**src/rtl/aes_ks_pkg.sv**
```systemverilog
// rtl/aes_ks_pkg.sv - shared encodings for the AES key-schedule controller
// Contents: key-length codes, round-key counts per length, controller FSM states,
//           and a helper mapping a length code to its round-key count.
package aes_ks_pkg;

    localparam logic [1:0] LEN_128 = 2'b00;
    localparam logic [1:0] LEN_192 = 2'b01;
    localparam logic [1:0] LEN_256 = 2'b10;

    localparam logic [3:0] RK_N128 = 4'd11;
    localparam logic [3:0] RK_N192 = 4'd13;
    localparam logic [3:0] RK_N256 = 4'd15;

    localparam int RK_IDX_W = 4;

    typedef enum logic [1:0] {
        ST_IDLE    = 2'd0,
        ST_KICK    = 2'd1,
        ST_COLLECT = 2'd2,
        ST_DONE    = 2'd3
    } ks_state_t;

    // Zero marks the illegal length code, so callers can use it as the legality test.
    function automatic logic [3:0] rk_count(input logic [1:0] len);
        case (len)
            LEN_128: return RK_N128;
            LEN_192: return RK_N192;
            LEN_256: return RK_N256;
            default: return 4'd0;
        endcase
    endfunction

endpackage

```
**src/rtl/aes_rk_store.sv**
```systemverilog
// rtl/aes_rk_store.sv - round-key register file, one write port, one registered read port
// Ports:
//   clk, rst_n      clock, synchronous active-low reset (read register only)
//   we/waddr/wdata  write port, written on posedge when we=1
//   re/raddr        read request; rdata updates one cycle later, holds otherwise
//   rdata           registered read data (0 for out-of-range addresses)
module aes_rk_store
    import aes_ks_pkg::*;
#(
    parameter int DEPTH = 15,
    parameter int W     = 128
) (
    input  logic                clk,
    input  logic                rst_n,
    input  logic                we,
    input  logic [RK_IDX_W-1:0] waddr,
    input  logic [W-1:0]        wdata,
    input  logic                re,
    input  logic [RK_IDX_W-1:0] raddr,
    output logic [W-1:0]        rdata
);

    localparam logic [RK_IDX_W-1:0] LAST = RK_IDX_W'(DEPTH - 1);

    logic [W-1:0] mem [DEPTH];

    // Contents are deliberately not reset; consumers gate them with a valid flag.
    always_ff @(posedge clk) begin
        if (we && (waddr <= LAST)) begin
            mem[waddr] <= wdata;
        end
    end

    always_ff @(posedge clk) begin
        if (!rst_n) begin
            rdata <= '0;
        end else if (re) begin
            rdata <= (raddr <= LAST) ? mem[raddr] : '0;
        end
    end

endmodule

```
**src/rtl/aes_key_sched_ctrl.sv**
```systemverilog
// rtl/aes_key_sched_ctrl.sv - sequences AES key expansion and serves round keys by index
// Ports:
//   clk, rst_n                         clock, synchronous active-low reset
//   key_req_valid/key_req_ready        key-load handshake (ready only in IDLE)
//   key_in, key_len_in                 left-justified key, length code (11 = illegal)
//   exp_key_flag, exp_key, exp_leng_key  load pulse and held key/length to the expander
//   exp_wo_0..exp_wo_3                 expander output words, wo_0 is the MSW
//   rk_valid, rk_num                   complete schedule present, number of round keys
//   rk_rd_en, rk_rd_idx                read request and index
//   rk_rd_data, rk_rd_vld              read data (0 if invalid/out of range), valid 1 cycle later
//   busy, err_len                      expansion in progress, illegal-length pulse
module aes_key_sched_ctrl
    import aes_ks_pkg::*;
#(
    parameter int RK_DEPTH = 15,
    parameter int RK_W     = 128,
    parameter int KEY_W    = 256
) (
    input  logic                clk,
    input  logic                rst_n,
    input  logic                key_req_valid,
    output logic                key_req_ready,
    input  logic [KEY_W-1:0]    key_in,
    input  logic [1:0]          key_len_in,
    output logic                exp_key_flag,
    output logic [KEY_W-1:0]    exp_key,
    output logic [1:0]          exp_leng_key,
    input  logic [31:0]         exp_wo_0,
    input  logic [31:0]         exp_wo_1,
    input  logic [31:0]         exp_wo_2,
    input  logic [31:0]         exp_wo_3,
    output logic                rk_valid,
    output logic [3:0]          rk_num,
    input  logic                rk_rd_en,
    input  logic [RK_IDX_W-1:0] rk_rd_idx,
    output logic [RK_W-1:0]     rk_rd_data,
    output logic                rk_rd_vld,
    output logic                busy,
    output logic                err_len
);

    ks_state_t           state;
    ks_state_t           state_nxt;
    logic                accept;
    logic                len_ok;
    logic [3:0]          n_q;
    logic [RK_IDX_W-1:0] cnt;
    logic                rd_gate;
    logic [RK_W-1:0]     store_rdata;

    assign len_ok        = (rk_count(key_len_in) != 4'd0);
    assign key_req_ready = (state == ST_IDLE);
    assign exp_key_flag  = (state == ST_KICK);
    assign busy          = (state != ST_IDLE);

    always_comb begin
        state_nxt = state;
        accept    = 1'b0;
        case (state)
            ST_IDLE: begin
                accept = key_req_valid;
                if (key_req_valid && len_ok) begin
                    state_nxt = ST_KICK;
                end
            end
            ST_KICK:    state_nxt = ST_COLLECT;
            ST_COLLECT: begin
                if (cnt == n_q - 4'd1) begin
                    state_nxt = ST_DONE;
                end
            end
            ST_DONE:    state_nxt = ST_IDLE;
            default:    state_nxt = ST_IDLE;
        endcase
    end

    always_ff @(posedge clk) begin
        if (!rst_n) begin
            state        <= ST_IDLE;
            exp_key      <= '0;
            exp_leng_key <= '0;
            n_q          <= '0;
            cnt          <= '0;
            rk_valid     <= 1'b0;
            rk_num       <= '0;
            err_len      <= 1'b0;
            rk_rd_vld    <= 1'b0;
            rd_gate      <= 1'b0;
        end else begin
            state   <= state_nxt;
            err_len <= 1'b0;
            // Key and length are captured on every accept; the expander only acts
            // on them after the KICK pulse, and an illegal request never kicks.
            if (accept) begin
                exp_key      <= key_in;
                exp_leng_key <= key_len_in;
                if (len_ok) begin
                    rk_valid <= 1'b0;
                    n_q      <= rk_count(key_len_in);
                end else begin
                    err_len  <= 1'b1;
                end
            end
            if (state == ST_KICK) begin
                cnt <= '0;
            end
            if (state == ST_COLLECT) begin
                cnt <= cnt + 4'd1;
            end
            if (state == ST_DONE) begin
                rk_valid <= 1'b1;
                rk_num   <= n_q;
            end
            // Validity is decided with the rk_valid seen in the request cycle, so a
            // read in the accept cycle still returns the previous schedule.
            rk_rd_vld <= rk_rd_en;
            if (rk_rd_en) begin
                rd_gate <= rk_valid && (rk_rd_idx < rk_num);
            end
        end
    end

    aes_rk_store #(
        .DEPTH (RK_DEPTH),
        .W     (RK_W)
    ) u_store (
        .clk   (clk),
        .rst_n (rst_n),
        .we    (state == ST_COLLECT),
        .waddr (cnt),
        .wdata ({exp_wo_0, exp_wo_1, exp_wo_2, exp_wo_3}),
        .re    (rk_rd_en),
        .raddr (rk_rd_idx),
        .rdata (store_rdata)
    );

    assign rk_rd_data = rd_gate ? store_rdata : '0;

endmodule

```
**config.mk**
```make
export PLATFORM = sky130hd
export DESIGN_NAME = aes_key_sched_ctrl
export DESIGN_NICKNAME = d
export VERILOG_FILES = /design/src/rtl/aes_ks_pkg.sv /design/src/rtl/aes_rk_store.sv /design/src/rtl/aes_key_sched_ctrl.sv
export SDC_FILE = /design/constraint.sdc
export NUM_CORES = 2
export LEC_CHECK = 0
export BUFFER_PORTS_ARGS = -buffer_cell sky130_fd_sc_hd__buf_2
export CELL_PAD_IN_SITES_DETAIL_PLACEMENT = 0
export CELL_PAD_IN_SITES_GLOBAL_PLACEMENT = 1
export CORE_ASPECT_RATIO = 0.9
export CORE_MARGIN = 5
export CORE_UTILIZATION = 55
export DETAILED_ROUTE_END_ITERATION = 12
export PLACE_DENSITY = 0.9
export SLEW_MARGIN = 40
export SYNTH_ARGS = -nofsm -noshare
export SYNTH_HDL_FRONTEND = slang
export SYNTH_SLANG_ARGS = --single-unit
```
**constraint.sdc**
```tcl
create_clock -name clk -period 15 [get_ports clk]
set_input_delay 1.5 -clock clk [delete_from_list [all_inputs] [get_ports clk]]
set_output_delay 1.5 -clock clk [all_outputs]
set_load 0.02 [all_outputs]
```
# After elaboration in Yosys (flattened, before gate mapping)
# Memory sizes are Yosys's and may differ from the RTL's.
# Index checks and enable logic that the tools add are counted.
# word_totals
register_bits	404
ram_bits	1920
input_bits	394
output_inout_bits	396
memories	1
# mem_list
memory	depth	word_bits	read_ports	rd_ports_with_merged_regs	wr	line	rtl
u_store.mem	15	128	1	0	1	aes_rk_store.sv:25	logic [W-1:0] mem [DEPTH];
# classes
n_addsub	2
magnitude_cmp	3
n_eq_ne	8
mux	15
reduce_logical	14
# ops
op	n
$mux W128	2
$pmux W4 S3	1
$le A4 B4 Y1 const B	2
$mux W4	2
$pmux W2 S4	1
$reduce_and A2 Y1	4
$reduce_bool A2 Y1	4
$mux W1	7
$eq A2 B2 Y1 const B	3
$add A4 B1 Y4 const B	1
$eq A2 B1 Y1 const B	2
$eq A4 B4 Y1	1
$logic_not A2 Y1	2
$lt A4 B4 Y1	1
$mux W2	2
$reduce_bool A4 Y1	1
$sub A4 B1 Y4 const B	1
$logic_and A1 B1 Y1	3
$ne A2 B1 Y1 const B	1
$ne A2 B2 Y1 const B	1

# Depth between registers and ports, before layout
# logic_depth
ltp_word	6
mapped_depth	9
ltp_nobuf	7

# Modules after synthesis
# Synthesis repeated with hierarchy kept, for this count alone.
# unflattened
hier_cells	5218
area_unflattened_um2	87799.2
# modules_own_cells
module	n_inst	cells_each	area_each_um2	seq_area_each_um2
aes_rk_store	1	3853	76616.0	60217.8
aes_key_sched_ctrl	1	1365	11183.2	5485.3

# Worst setup path before layout
# Ideal clock, no wire load.
# synth_timing
kind	register -> register
start	reg state[0]
end	mem u_store.mem[2][0], enable pin
setup_ps	772
t_arrival_ps	9586
required_time_ps	14228
slack_ps	4643
stages_incl_launch_ff	6
path_buffers	1
period_less_slack_ps	10357
path_cell_list	dfxtp_1 -> inv_1 -> ha_1 -> clkbuf_1 -> nand2_1 -> nor3_1
# synth_via
elab_chain_cells	4
# synth_rtl
element	line	rtl
from (decl)	aes_key_sched_ctrl.sv:42	ks_state_t state;
from (signal assigned)	aes_key_sched_ctrl.sv:90	state <= state_nxt;
$eq A2 B2 Y1	aes_key_sched_ctrl.sv:129	.we (state == ST_COLLECT),
$logic_and A1 B1 Y1	aes_rk_store.sv:29	if (we && (waddr <= LAST)) begin
$mux W1	aes_rk_store.sv:29	
$mux W1 (implied by the code)	aes_rk_store.sv:30	mem[waddr] <= wdata;
to (decl)	aes_rk_store.sv:25	
# Every way passes these cells.

# Worst setup path after layout
# layout_timing
start	in rk_rd_idx[1]
end	reg u_store.rdata[46]
# layout_via
elab_chain_cells	2
word_cells_on_any_way	3
classes_between	order compare: 1; mux: 1; memory: 1
# layout_rtl
element	line	rtl
from (decl)	aes_key_sched_ctrl.sv:35	input logic [RK_IDX_W-1:0] rk_rd_idx,
$mem_v2 Z15 W128 or $le A4 B4 Y1 (tied branches)	n/a	
$mux W128 (*)	aes_rk_store.sv:38	rdata <= (raddr <= LAST) ? mem[raddr] : '0;
to (signal assigned)	aes_rk_store.sv:38	
to (decl)	aes_rk_store.sv:20	output logic [W-1:0] rdata
# Every way passes the cells marked *; elsewhere a longest branch is shown, timed or not.
# A chain may end at the register's enable or synchronous reset.

==> summary.md <==
| Metric | Value |
|---|---|
| Place WS | `8.99 ns` |
| First-pass GRT wire length | `between 300000 and 400000 um` |
| Number of global-route vias before repair | `between 50000 and 60000` |
| Yosys warns | `0` |
| Worst Hold Slack | `roughly 0.45 ns` |
| Synth unique cells | `39` |
| Multi-input gate area in the final layout | `between 20000 and 25000 um^2` |
| Worst Hold Class | `flop to flop` |
| FF/Latch Area | `roughly 66000 um^2` |
| Largest net degree at the start of global routing | `around 190` |
| Mean Syn Cell Area | `approximately 17 um^2` |
| Seq/Total Area, Yosys | `between 70% and 80%` |
| Share of cells above drive strength 1 | `a little over a quarter` |
| CTS Sinks | `about 2300` |
| # setup viols final | `0` |
| Max Cap Viol | `0` |
| I/O pin count | `790` |
| VDD IR max | `between 0.0001 and 0.00015 V` |
| Cts hold-fix bufs | `0` |
| Clk buf depth | `3` |
| Clock transition at the registers of the reported paths | `approximately 0.06 ns` |
| Remaining Overflow, GRT | `0` |
| Final HPWL DP | `approximately 140000 um` |
| Core ar. | `about 160000 um^2` |
| Die area | `about 170000 um^2` |
| Area Growth Syn to Fin | `15.4%` |
| Most common cell after layout, fill and taps aside | `edfxtp_1` |
| Synth Instances | `5058` |
| Total negative slack | `0 ns` |
| Number of iterations in the first detailed-routing pass | `5` |
| Syn_nets | `about 5500` |
| Commonest non-fill, non-tap cells in the layout | `edfxtp_1, buf_2, nand2_1` |
| Static Leak | `roughly 36 nW` |
| Row count | `139` |
| Worst-skew pair later-pin latency | `0.83 ns` |
| Final worst path period need | `around 5.1 ns` |
| Final WL | `246000 um` |
| CTS Root Cell | `clkbuf_16` |
| Postcts setup bufs | `0` |
| I/O Buffers | `approximately 800` |
| Status | `complete, no violations` |
| Synthesized cell area | `approximately 88000 um^2` |
| Initial antenna violation count | `97` |
| Power Density | `between 100 and 150 nW/um^2` |
| Logic pwr share | `between 10% and 20%` |
| Post-route DRC | `0` |
| Clock tree from TritonCTS | `built` |
| Post-CTS Resized | `0` |
| Final Hold Viols | `0` |
| Fmax | `between 0.15 and 0.2 GHz` |
| Critical Path AT | `around 5.8 ns` |
| Clock power share | `38.2%` |
| Sequential share of power | `between 50 and 60%` |
| Switching Share | `24.4%` |
| Max_slew headroom | `between 30% and 40%` |
| Post-DR wirelength/cell | `around 30 um` |
| Worst setup margin | `about 9.9 ns` |
| CP required | `approximately 16 ns` |
| Sw power | `approximately 3.5 mW` |
| Cell-internal power | `around 11 mW` |
| Max FO, Critical Path | `150` |
| Via count | `50100` |
| CTS buffer count | `215` |
| Type of origin of the critical path | `input pin` |
| Unrepaired setup endpoints after global routing | `no` |
| Period utilisation layout | `about a third` |
| Total GRT Usage | `28.9%` |
| Die X | `roughly 430 um` |
| Initial cell density of the core | `between 50% and 60%` |
| Fin nets | `6239` |
| Synth Register Bits | `around 2300` |
| Slew at the pin closest to its max-slew limit | `between 1 and 1.5 ns` |
| H-tree Lvls | `4` |
| Number of fill cells in the layout | `about 11000` |
| ANT nets after route | `0` |
| Final Max Tran Viols | `0` |
| Vias per Instance | `6.12` |
| RD Place Congestion | `a little under 0.9` |
| Worst setup EP type | `flop` |
| Post-layout util | `63.8%` |
| Final Skew | `a little under 0.06 ns` |
| Initial DRC count | `approximately 6000` |
| DIE HEIGHT | `roughly 390 um` |
| Worst setup path class | `input pin to flop` |
==> per-layer routing <==
| layer | track usage (%) | share of wire (%) | up-vias |
|---|---|---|---|
| met4 | 14.1 | 4.8 | 30 |
| li1 | - | - | 21100 |
| met2 | 47.8 | 50 | 2815 |
| met5 | 0 | 0.085 | - |
| met3 | 6.30 | 9.2 | 508 |
| met1 | 36.6 | 36 | 25600 |
==> final timing paths <==
path / startpoint / to / slack [ns] / cells after the start
setup / recovery: rk_rd_idx[1] / u_store.rdata[46]$_SDFFE_PN0P_ / 9.88 / 10
hold / removal: u_store.rdata[86]$_SDFFE_PN0P_ / u_store.rdata[86]$_SDFFE_PN0P_ / 0.45 / 1
setup reg to reg: state[0]$_SDFFE_PN0P_ / exp_key[228]$_SDFFE_PN0P_ / 10.86 / 9
hold reg to reg: u_store.rdata[86]$_SDFFE_PN0P_ / u_store.rdata[86]$_SDFFE_PN0P_ / 0.45 / 1
==> worst max-delay path, cell delays in order <==
cell,delay (ns)
buf_8,0.42
buf_4,0.65
buf_6,0.56
buf_4,0.68
buf_12,0.59
mux4_2,0.42
mux2i_1,0.16
nor2_1,0.08
a21oi_1,0.23
o21ai_0,0.14
==> cell type report <==
cell class	instances	share of cell area (%)
clock inverters	94	1.04
diodes	55	0.136
repair buffers	872	5.01
multi-input cells	2387	20.4
inverters	31	0.117
clock buffers	310	5.95
flip-flops and latches	2322	64.7
well taps	2115	2.61
==> sequential cells by signal (all words and copies together), names as in the netlist, 2 cells and up <==
| signal | cells |
|---|---|
| exp_key | 256 |
| exp_leng_key | 2 |
| u_store.rdata | 128 |
| u_store.mem | 1920 |
| rk_num | 3 |
| n_q | 3 |
| cnt | 4 |
| state | 2 |
==> logic make-up after synthesis <==
kind of cell / Yosys count / synth area share [%]
xor gates and xnor gates: 5 / 0.0497
DFF: 2322 / 74.6
adders and majority gates: 16 / 0.227
and+or+nand+nor: 948 / 4.53
muxes: 659 / 12.9
buffers and inverters: 349 / 1.97
AOI/OAI and AO/OA: 759 / 5.65
==> Yosys cell counts <==
| library cell | number | area (um^2) |
|---|---|---|
| a211oi_1 | 17 | 128 |
| nor2_1 | 113 | 424 |
| o221ai_1 | 17 | 149 |
| buf_8 | 1 | 15.0 |
| mux4_2 | 384 | 8650 |
| mux2i_1 | 275 | 2750 |
| nor2b_1 | 25 | 156 |
| o21ai_1 | 26 | 130 |
| clkbuf_2 | 1 | 5.00 |
| inv_1 | 30 | 113 |
| and3_1 | 1 | 6.26 |
| nor3_1 | 5 | 25.0 |
| o211a_1 | 1 | 10.0 |
| buf_2 | 61 | 305 |
| a21boi_0 | 261 | 1960 |
| o21a_1 | 1 | 7.51 |
| buf_6 | 34 | 383 |
| o22ai_1 | 65 | 407 |
| xor2_1 | 1 | 8.76 |
| o21bai_1 | 2 | 15.0 |
| o21ai_0 | 190 | 951 |
| and2_1 | 133 | 832 |
| a21o_1 | 66 | 495 |
| nand2_1 | 660 | 2480 |
| dfxtp_1 | 402 | 8050 |
| nor3b_1 | 1 | 7.51 |
| nand3_1 | 5 | 25.0 |
| ha_1 | 16 | 200 |
| inv_2 | 1 | 3.75 |
| a211o_1 | 1 | 8.76 |
| clkbuf_1 | 185 | 694 |
| buf_1 | 14 | 52.6 |
| xnor2_1 | 4 | 35.0 |
| edfxtp_1 | 1920 | 57700 |
| nor4_1 | 1 | 6.26 |
| a21oi_1 | 50 | 250 |
| a22oi_1 | 62 | 465 |
| nand2b_1 | 4 | 25.0 |
| buf_4 | 22 | 165 |
==> through the flow <==
step	total power, mW	cells	cell area (um^2)
2_1_floorplan	8.37	5058	88000
3_3_place_gp	8.91	7716	93900
3_5_place_dp	8.96	7725	94200
4_1_cts	14.3	8129	101000
5_1_grt	14.8	8172	102000
6_report	14.3	8186	102000
==> power groups by stage <==
| stage | clock (mW) | sequential (mW) | combinational, mW |
|---|---|---|---|
| final | 5.45 | 7.39 | 1.45 |
| after global routing | 5.81 | 7.40 | 1.56 |
| after CTS | 5.51 | 7.39 | 1.45 |
| after detailed placement | 0 | 7.52 | 1.44 |
| after global placement | 0 | 7.51 | 1.40 |
| after floorplan | 0 | 7.68 | 0.695 |
No activity file was read; power rests on OpenSTA's default activity.
